<file path="src/rtl/score_bcd_counter.sv">
// score_bcd_counter: BCD score, combo and multiplier tracker for a digit display.
// Optional build macro SCORE_LEADING_BLANK_EN blanks leading zero digits (4'hF).
module score_bcd_counter #(
  parameter int NUM_DIGITS = 4,
  parameter int COMBO_STEP = 10,
  parameter int MAX_MULT   = 4
) (
  input  logic                    clk,
  input  logic                    reset,
  input  logic                    hit,
  input  logic                    miss,
  input  logic                    clear,
  output logic [4*NUM_DIGITS-1:0] score_bcd,
  output logic [7:0]              combo_bcd,
  output logic [3:0]              mult_bcd,
  output logic                    score_sat
);

  typedef logic [NUM_DIGITS-1:0][3:0] digits_t;

  localparam logic [3:0] STEP_LAST = 4'(COMBO_STEP - 1);
  localparam logic [3:0] MULT_TOP  = 4'(MAX_MULT);

  // Display value of a zero score, as shown right after reset/clear.
  function automatic digits_t zero_disp();
    digits_t v;
    v = '0;
`ifdef SCORE_LEADING_BLANK_EN
    for (int i = 1; i < NUM_DIGITS; i++) begin
      v[i] = 4'hF;
    end
`endif
    return v;
  endfunction

  localparam digits_t SCORE_RST = zero_disp();
`ifdef SCORE_LEADING_BLANK_EN
  localparam logic [7:0] COMBO_RST = 8'hF0;
`else
  localparam logic [7:0] COMBO_RST = 8'h00;
`endif

  digits_t    score_q;
  digits_t    score_d;
  digits_t    score_add;
  digits_t    score_disp;
  logic       add_cout;
  logic [3:0] add_in;
  logic [4:0] dsum;

  logic [7:0] combo_q;
  logic [7:0] combo_d;
  logic [7:0] combo_inc;
  logic [7:0] combo_disp;

  logic [3:0] step_q;
  logic [3:0] step_d;
  logic [3:0] step_inc;

  logic [3:0] mult_q;
  logic [3:0] mult_d;
  logic [3:0] mult_inc;

  logic       sat_q;
  logic       sat_d;

  // Ripple BCD add of the current multiplier into the score.
  always_comb begin
    score_add = '0;
    add_in    = mult_q;
    dsum      = '0;
    for (int i = 0; i < NUM_DIGITS; i++) begin
      dsum = {1'b0, score_q[i]} + {1'b0, add_in};
      if (dsum > 5'd9) begin
        score_add[i] = 4'(dsum - 5'd10);
        add_in       = 4'd1;
      end else begin
        score_add[i] = dsum[3:0];
        add_in       = 4'd0;
      end
    end
    add_cout = (add_in != 4'd0);
  end

  // Two-digit BCD combo increment, sticking at 99.
  always_comb begin
    combo_inc = combo_q;
    if (combo_q != 8'h99) begin
      if (combo_q[3:0] == 4'd9) begin
        combo_inc = {combo_q[7:4] + 4'd1, 4'd0};
      end else begin
        combo_inc = {combo_q[7:4], combo_q[3:0] + 4'd1};
      end
    end
  end

  // Step counter wraps every COMBO_STEP hits and bumps the multiplier.
  always_comb begin
    step_inc = step_q + 4'd1;
    mult_inc = mult_q;
    if (step_q == STEP_LAST) begin
      step_inc = 4'd0;
      if (mult_q < MULT_TOP) begin
        mult_inc = mult_q + 4'd1;
      end
    end
  end

  // Next state: clear beats miss beats hit; otherwise hold.
  always_comb begin
    score_d = score_q;
    combo_d = combo_q;
    step_d  = step_q;
    mult_d  = mult_q;
    sat_d   = sat_q;
    if (clear) begin
      score_d = '0;
      combo_d = 8'h00;
      step_d  = 4'd0;
      mult_d  = 4'd1;
      sat_d   = 1'b0;
    end else if (miss) begin
      combo_d = 8'h00;
      step_d  = 4'd0;
      mult_d  = 4'd1;
    end else if (hit) begin
      combo_d = combo_inc;
      step_d  = step_inc;
      mult_d  = mult_inc;
      if (!sat_q) begin
        if (add_cout) begin
          for (int i = 0; i < NUM_DIGITS; i++) begin
            score_d[i] = 4'd9;
          end
          sat_d = 1'b1;
        end else begin
          score_d = score_add;
        end
      end
    end
  end

  // Display form of the next state; blanking never touches internal state.
  always_comb begin
    score_disp = score_d;
    combo_disp = combo_d;
`ifdef SCORE_LEADING_BLANK_EN
    begin : blank
      logic seen;
      seen = 1'b0;
      for (int i = NUM_DIGITS - 1; i > 0; i--) begin
        if (score_d[i] != 4'd0) begin
          seen = 1'b1;
        end
        if (!seen) begin
          score_disp[i] = 4'hF;
        end
      end
    end
    if (combo_d[7:4] == 4'd0) begin
      combo_disp[7:4] = 4'hF;
    end
`endif
  end

  // Internal counter state.
  always_ff @(posedge clk or posedge reset) begin
    if (reset) begin
      score_q <= '0;
      combo_q <= 8'h00;
      step_q  <= 4'd0;
      mult_q  <= 4'd1;
      sat_q   <= 1'b0;
    end else begin
      score_q <= score_d;
      combo_q <= combo_d;
      step_q  <= step_d;
      mult_q  <= mult_d;
      sat_q   <= sat_d;
    end
  end

  // Registered display outputs, updated alongside the state.
  always_ff @(posedge clk or posedge reset) begin
    if (reset) begin
      score_bcd <= SCORE_RST;
      combo_bcd <= COMBO_RST;
      mult_bcd  <= 4'd1;
      score_sat <= 1'b0;
    end else begin
      score_bcd <= score_disp;
      combo_bcd <= combo_disp;
      mult_bcd  <= mult_d;
      score_sat <= sat_d;
    end
  end

endmodule

</file>
<file path="config.mk">
export PLATFORM = sky130hd
export DESIGN_NAME = score_bcd_counter
export DESIGN_NICKNAME = d
export VERILOG_FILES = /design/src/rtl/score_bcd_counter.sv
export SDC_FILE = /design/constraint.sdc
export NUM_CORES = 1
export LEC_CHECK = 0
export CAP_MARGIN = 20
export CELL_PAD_IN_SITES_DETAIL_PLACEMENT = 0
export CELL_PAD_IN_SITES_GLOBAL_PLACEMENT = 2
export CORE_ASPECT_RATIO = 1.4
export CORE_MARGIN = 3
export CORE_UTILIZATION = 35
export CTS_CLUSTER_SIZE = 14
export DETAILED_ROUTE_END_ITERATION = 8
export PLACE_DENSITY_LB_ADDON = 0.15
export SLEW_MARGIN = 20
export SYNTH_ARGS = -nofsm -noshare
export SYNTH_HDL_FRONTEND = slang
export SYNTH_SLANG_ARGS = --single-unit
</file>
<file path="constraint.sdc">
create_clock -name clk -period 14.04 [get_ports clk]
set_input_delay 1.404 -clock clk [delete_from_list [all_inputs] [get_ports clk]]
set_output_delay 1.404 -clock clk [all_outputs]
set_load 0.03 [all_outputs]
</file>
==> results.json, run 1 <==
{
  "status": "completed",
  "core_area_sq_um": 5990,
  "rows": 33,
  "synthTopCellsByCount": "dfrtp_1, nor2_1, ha_1",
  "path_cells": "ha_1, inv_1, fa_1, xor2_1, and2_1, o21ai_0, ha_1, ha_1, o21ai_0, or2_1, a2bb2oi_2, ha_1, ha_1, o21ai_0, or2_1, a2bb2oi_2, ha_1, ha_1, nand2b_1, a31o_2, and3_1, o41a_1",
  "worstPathArrival_ns": 6.02,
  "postLayoutCoreUtil_pct": 45.3,
  "start_util_pct": 36.7,
  "area_delta_synth_final_pct": 23.4,
  "synth_edf_count": 0,
  "die_area_sq_um": 7280,
  "async_flop_share_pct": 100,
  "ctsLongestPathBuffers": 2,
  "fin_nets": 303,
  "seq_area_frac_synth_pct": 37.6,
  "crit_fanout": 8,
  "drtAntennaViolNets": 0,
  "top_layer_used": "met4",
  "power_leakage_nw": 1.19,
  "fin_crit_sh_pct": 41.8,
  "synth-seq-cells": 33,
  "grt_pass1_vias": 1910,
  "placed_area_sq_um": 2590,
  "wl_met1_um": 2410,
  "tns_ns": 0,
  "fmax_ghz": 0.170,
  "period_needed_ns": 5.87,
  "worstPathRequired_ns": 14.20,
  "r2r_start": "mult_bcd[0]$_DFFE_PP1P_",
  "start_kind": "flip-flop",
  "dr.pass1.iters": 4,
  "powerDensity_nw_per_um2": 80.6,
  "multi_input_area_sq_um": 1270,
  "n_antenna_cell": 0,
  "synth_top_area_share_pct": 36.4,
  "vias": 1895,
  "r2r_cells": 22,
  "worst_slew_pin_slew_ns": 0.674,
  "cap_violations": 0,
  "avgSynthCellArea_sq_um": 9.00,
  "root_buffer": "clkbuf_8",
  "synthTopCellsByArea": "dfrtp_1, ha_1, nor2_1",
  "vdd_ir_drop_max_mv": 0.0346,
  "critPathKind": "reg2reg",
  "ioPinCount": 34,
  "antenna_found_initial": 0,
  "ys.flop_type": "dfrtp_1",
  "cts_made_buffers": 5,
  "met3WireLength_um": 168,
  "cts_resized": 0,
  "whs_path_depth": 2,
  "worstSkewPairLatency_ns": 0.28,
  "fin_worst_hold_slack_ns": 0.535,
  "wl_met2_um": 2690,
  "timing_hold_violations_final": 0,
  "final_cell_area_sq_um": 2710,
  "drive_above_1_share_pct": 5.76,
  "die_w_um": 73.0,
  "crit_top_cell": "ha_1",
  "slowest_stage": "dfstp_2",
  "gp_congestion": 0.822,
  "yosysTopAreaCell": "dfrtp_1",
  "dp_hpwl_um": 3880,
  "hp-start": "score_bcd[2]$_DFFE_PP0P_",
  "cts_setup_buffers": 0,
  "maxSlewHeadroom_pct": 55.0,
  "io_buffers": 33,
  "synthesis.area_sq_um": 2200,
  "drc": 0,
  "fillers": 602,
  "vias_per_cell": 5.45,
  "regArea_sq_um": 827,
  "rsz0062_at_grt": "no",
  "synth.most_common_cell": "dfrtp_1",
  "die_h_um": 99.7,
  "regToRegSetupSlack_ns": 8.17,
  "cts_sinks": 33,
  "grt.overflow.total": 0,
  "min_to": "score_bcd[2]$_DFFE_PP0P_",
  "setup_viol": 0,
  "wl_per_cell_um": 15.4,
  "ctsHoldBuffers": 0,
  "h-tree-depth": 2,
  "grt_first_pass_wirelength_um": 9220,
  "hold_path_class": "reg2reg",
  "routed_wl_um": 5350,
  "final_max_slew_viol_count": 0,
  "crit_path_max_incr_delay_ns": 0.57,
  "rr_endpoint": "score_bcd[3]$_DFFE_PP0P_",
  "syn_nets": 270,
  "cts_tree": "built",
  "yosysWarningCount": 0,
  "track_usage_pct": 16.0,
  "drt_iter0_markers": 53,
  "clk_pin_slew_ns": 0.07,
  "grt_max_degree": 34,
  "fin_worst_skew_ns": 0.00833,
  "synthCells": 244,
  "synth.distinct_cells": 47,
  "crit_path_end_kind": "flip-flop"
}
[worst max-delay path, delay by kind of cell, from the launching register on]
family | cells | cell delay (ns)
adders and majority gates | 8 | 2.24
and+or+nand+nor | 5 | 1.07
AOI/OAI and AO/OA | 7 | 1.51
DFF | 1 | 0.57
buffers and inverters | 1 | 0.06
xor gates and xnor gates | 1 | 0.29
[cell usage in the layout (no fill, tap or decap), types with 3 or more instances in the layout]
master            n
a21oi_1          14
xnor2_1           6
a21o_1            3
clkdlybuf4s50_1  33
nor3_1           14
dfrtp_1          32
and3b_1           3
clkbuf_8          6
inv_1            16
a22o_1            3
nor2_1           26
xor2_1            7
nand2_1          16
and3_1            3
nand3_1           4
nand2b_1          7
o21ai_0          16
a211oi_1          4
ha_1             20
a311oi_1          4
[logic make-up after synthesis]
logic type                 synth area share (%)
DFF                                        37.6
and+or+nand+nor                            18.9
AOI/OAI and AO/OA                          20.4
muxes                                     0.911
buffers and inverters                      4.67
xor gates and xnor gates                   5.18
adders and majority gates                  12.3
[worst max-delay path by stage]
stage | start | to | slack [ns]
after floorplan | mult_bcd[0]$_DFFE_PP1P_ | score_bcd[3]$_DFFE_PP0P_ | 8.51
after global placement | mult_bcd[0]$_DFFE_PP1P_ | score_bcd[10]$_DFFE_PP0P_ | 8.31
after detailed placement | mult_bcd[0]$_DFFE_PP1P_ | score_bcd[10]$_DFFE_PP0P_ | 8.21
after CTS | mult_bcd[0]$_DFFE_PP1P_ | score_bcd[3]$_DFFE_PP0P_ | 8.16
after global routing | mult_bcd[0]$_DFFE_PP1P_ | score_bcd[2]$_DFFE_PP0P_ | 7.69
final | mult_bcd[0]$_DFFE_PP1P_ | score_bcd[3]$_DFFE_PP0P_ | 8.17
[sequential cells by signal, summed over array words and instances (netlist names)]
register / cells
combo_bcd: 8
score_sat: 1
step_q: 4
score_bcd: 16
mult_bcd: 4
[where the power goes]
group	internal, mW	total, mW	switching [mW]
clock	0.0579	0.0934	0.0355
sequential	0.0968	0.0991	0.00237
combinational	0.00991	0.0258	0.0159
total	0.165	0.218	0.0538
[through the flow]
| step | cells | setup WS (ns) | total power [mW] |
|---|---|---|---|
| after floorplan | 244 | 8.51 | 0.118 |
| after global placement | 340 | 8.31 | 0.128 |
| after detailed placement | 340 | 8.21 | 0.127 |
| after CTS | 348 | 8.16 | 0.222 |
| after global routing | 348 | 7.69 | 0.229 |
| final | 348 | 8.17 | 0.218 |
[routing by layer]
metal  track usage, %  vias to the layer above
li1                 -                      931
met1             19.9                      924
met2             26.9                       33
met3             3.03                        7
met4             6.39                        0
met5                0                        -
[cell type report]
cell class	count	share of cell area, %
multi-input cells	184	46.7
flip-flops and latches	33	30.5
repair buffers	35	12.7
well taps	70	3.23
clock buffers	7	3.18
inverters	18	2.49
clock inverters	1	1.11
(Power assumes the default switching activity.)
==> run 2: changes to the inputs <==
Settings changed: CORE_UTILIZATION 35 to 33.
Clock period 14.04 ns to 5.52 ns, I/O delays scaled along.
==> run 2 against run 1 <==
Against the previous run: via count up 0.53%; critical path type unchanged; die area up 5.6%; sequential power rose to 2.5 times the previous value; core utilization down 1.5 points; register-to-register slack worse by 7.9 ns; first-iteration DRC count up 43%; setup slack worse by 7.9 ns; fmax up 12%; final area up 2.4%; highest routed layer unchanged; critical path depth up 1.
==> results.json, run 2 (synthesis results as in run 1) <==
{
  "r2r_start": "mult_bcd[0]$_DFFE_PP1P_",
  "fin_worst_hold_slack_ns": 0.533,
  "vdd_ir_drop_max_mv": 0.0774,
  "power_leakage_nw": 1.21,
  "rows": 34,
  "place_inst": 348,
  "cts_made_buffers": 5,
  "fillers": 636,
  "dr.pass1.iters": 6,
  "gp_congestion": 0.836,
  "placed_area_sq_um": 2650,
  "n_antenna_cell": 0,
  "fmax_ghz": 0.191,
  "regToRegSetupSlack_ns": 0.29,
  "setup_viol": 0,
  "root_buffer": "clkbuf_8",
  "final_max_slew_viol_count": 0,
  "hp-start": "score_bcd[2]$_DFFE_PP0P_",
  "start_kind": "flip-flop",
  "cts_sinks": 33,
  "vias_per_cell": 5.34,
  "rr_endpoint": "score_bcd[6]$_DFFE_PP0P_",
  "ctsHoldBuffers": 0,
  "die_w_um": 75.0,
  "status": "completed",
  "core_area_sq_um": 6340,
  "whs_path_depth": 2,
  "dp_hpwl_um": 3940,
  "grt_first_pass_wirelength_um": 9090,
  "critPathKind": "reg2reg",
  "drive_above_1_share_pct": 10.5,
  "maxSlewHeadroom_pct": 54.9,
  "fin_nets": 310,
  "start_util_pct": 34.7,
  "area_delta_synth_final_pct": 26.4,
  "clk_pin_slew_ns": 0.07,
  "largestRegisters": "score_bcd: 16 flops, combo_bcd: 8 flops",
  "layout_commonest_cell": "clkdlybuf4s50_1",
  "drtAntennaViolNets": 0,
  "cap_violations": 0,
  "drc": 0,
  "die_h_um": 103,
  "regMostFlops": "score_bcd",
  "fin_worst_skew_ns": 0.00607,
  "wl_per_cell_um": 15.8,
  "fin_crit_sh_pct": 94.8,
  "worst_slew_pin_slew_ns": 0.674,
  "grt_max_degree": 34,
  "multi_input_area_sq_um": 1310,
  "final_cell_mix": "clkdlybuf4s50_1, dfrtp_1, nor2_1",
  "worstPathArrival_ns": 5.46,
  "cts_tree": "built",
  "worstPathRequired_ns": 5.75,
  "track_usage_pct": 15.5,
  "routed_wl_um": 5630,
  "die_area_sq_um": 7690,
  "period_needed_ns": 5.23,
  "rsz0062_at_grt": "no",
  "ioPinCount": 34,
  "crit_path_end_kind": "flip-flop",
  "final_cell_area_sq_um": 2780,
  "largest_reg_flops": 16,
  "grt.overflow.total": 0,
  "h-tree-depth": 2,
  "antenna_found_initial": 0,
  "hold_path_class": "reg2reg",
  "io_buffers": 33,
  "regArea_sq_um": 827,
  "vias": 1905,
  "r2r_cells": 23,
  "tns_ns": 0,
  "crit_fanout": 5,
  "powerDensity_nw_per_um2": 181,
  "grt_pass1_vias": 1769,
  "worstSkewPairLatency_ns": 0.29,
  "min_to": "score_bcd[2]$_DFFE_PP0P_",
  "final_cells": 357,
  "drt_iter0_markers": 76,
  "ctsLongestPathBuffers": 2,
  "timing_hold_violations_final": 0
}
[run 2: cell count changes in the layout (fill, tap and decap cells not counted), moves of 2 or more]
cell,change
clkinv_2,+2
ha_1,-3
buf_4,+7
ha_4,+2
[run 2: where the power goes]
part | leakage [nW] | switching (mW) | internal (mW) | total [mW]
clock network | 0.0450 | 0.0955 | 0.0875 | 0.183
logic | 0.709 | 0.0417 | 0.0270 | 0.0687
registers | 0.452 | 0.00613 | 0.246 | 0.252
[run 2: how the worst max path moves through the flow]
| stage | startpoint | endpoint | cells past startpoint |
|---|---|---|---|
| after floorplan | mult_bcd[0]$_DFFE_PP1P_ | score_bcd[3]$_DFFE_PP0P_ | 23 |
| after global placement | mult_bcd[0]$_DFFE_PP1P_ | score_bcd[6]$_DFFE_PP0P_ | 23 |
| after detailed placement | mult_bcd[0]$_DFFE_PP1P_ | score_bcd[6]$_DFFE_PP0P_ | 23 |
| after CTS | mult_bcd[0]$_DFFE_PP1P_ | score_bcd[3]$_DFFE_PP0P_ | 22 |
| after global routing | mult_bcd[0]$_DFFE_PP1P_ | score_bcd[6]$_DFFE_PP0P_ | 23 |
| final | mult_bcd[0]$_DFFE_PP1P_ | score_bcd[6]$_DFFE_PP0P_ | 23 |
[run 2: cell type report]
cell class / count / area share, %
multi-input cells: 184 / 47.3
well taps: 72 / 3.24
clock buffers: 6 / 2.61
inverters: 18 / 2.43
clock inverters: 2 / 0.360
flip-flops and latches: 33 / 29.8
repair buffers: 42 / 14.3
[run 2: through the flow]
| step | power (mW) | setup WS (ns) | utilization, % |
|---|---|---|---|
| detailed placement | 0.325 | 0.0169 | 41.8 |
| CTS | 0.510 | 0.00315 | 43.2 |
| global route | 0.523 | 0.0205 | 43.8 |
| floorplan | 0.299 | 0.0304 | - |
| global placement | 0.326 | 0.134 | 41.8 |
| finish | 0.504 | 0.286 | 43.8 |
[run 2: what timing repair did]
| item | in CTS | in global routing |
|---|---|---|
| gates resized for setup | 1 | 8 |
| pin swaps | 0 | 1 |
| endpoints found under the setup margin | 1 | 16 |
| setup buffers | 0 | 1 |
[run 2: metal layers]
layer | wire [um] | up-vias | global-route usage [%]
met3 | 245 | 7 | 3.41
li1 | - | 945 | -
met5 | 0 | - | 0
met2 | 2730 | 47 | 25.6
met4 | 71 | 0 | 4.93
met1 | 2590 | 906 | 20.0
[run 2: worst max-delay path: stages, from the launching register on]
cell and delay [ns]:
dfstp_2 0.57, ha_1 0.17, inv_1 0.06, fa_2 0.39, xor2_2 0.20, and2_1 0.15
o21ai_1 0.07, ha_1 0.24, ha_4 0.31, o21ai_0 0.06, or2_1 0.22, a2bb2oi_2 0.16
ha_2 0.22, ha_4 0.22, inv_1 0.11, a21oi_1 0.09, a2bb2oi_2 0.14, ha_1 0.21
ha_1 0.31, nand2b_1 0.15, a31o_2 0.28, a311o_1 0.42, o31ai_1 0.25, a22o_1 0.16
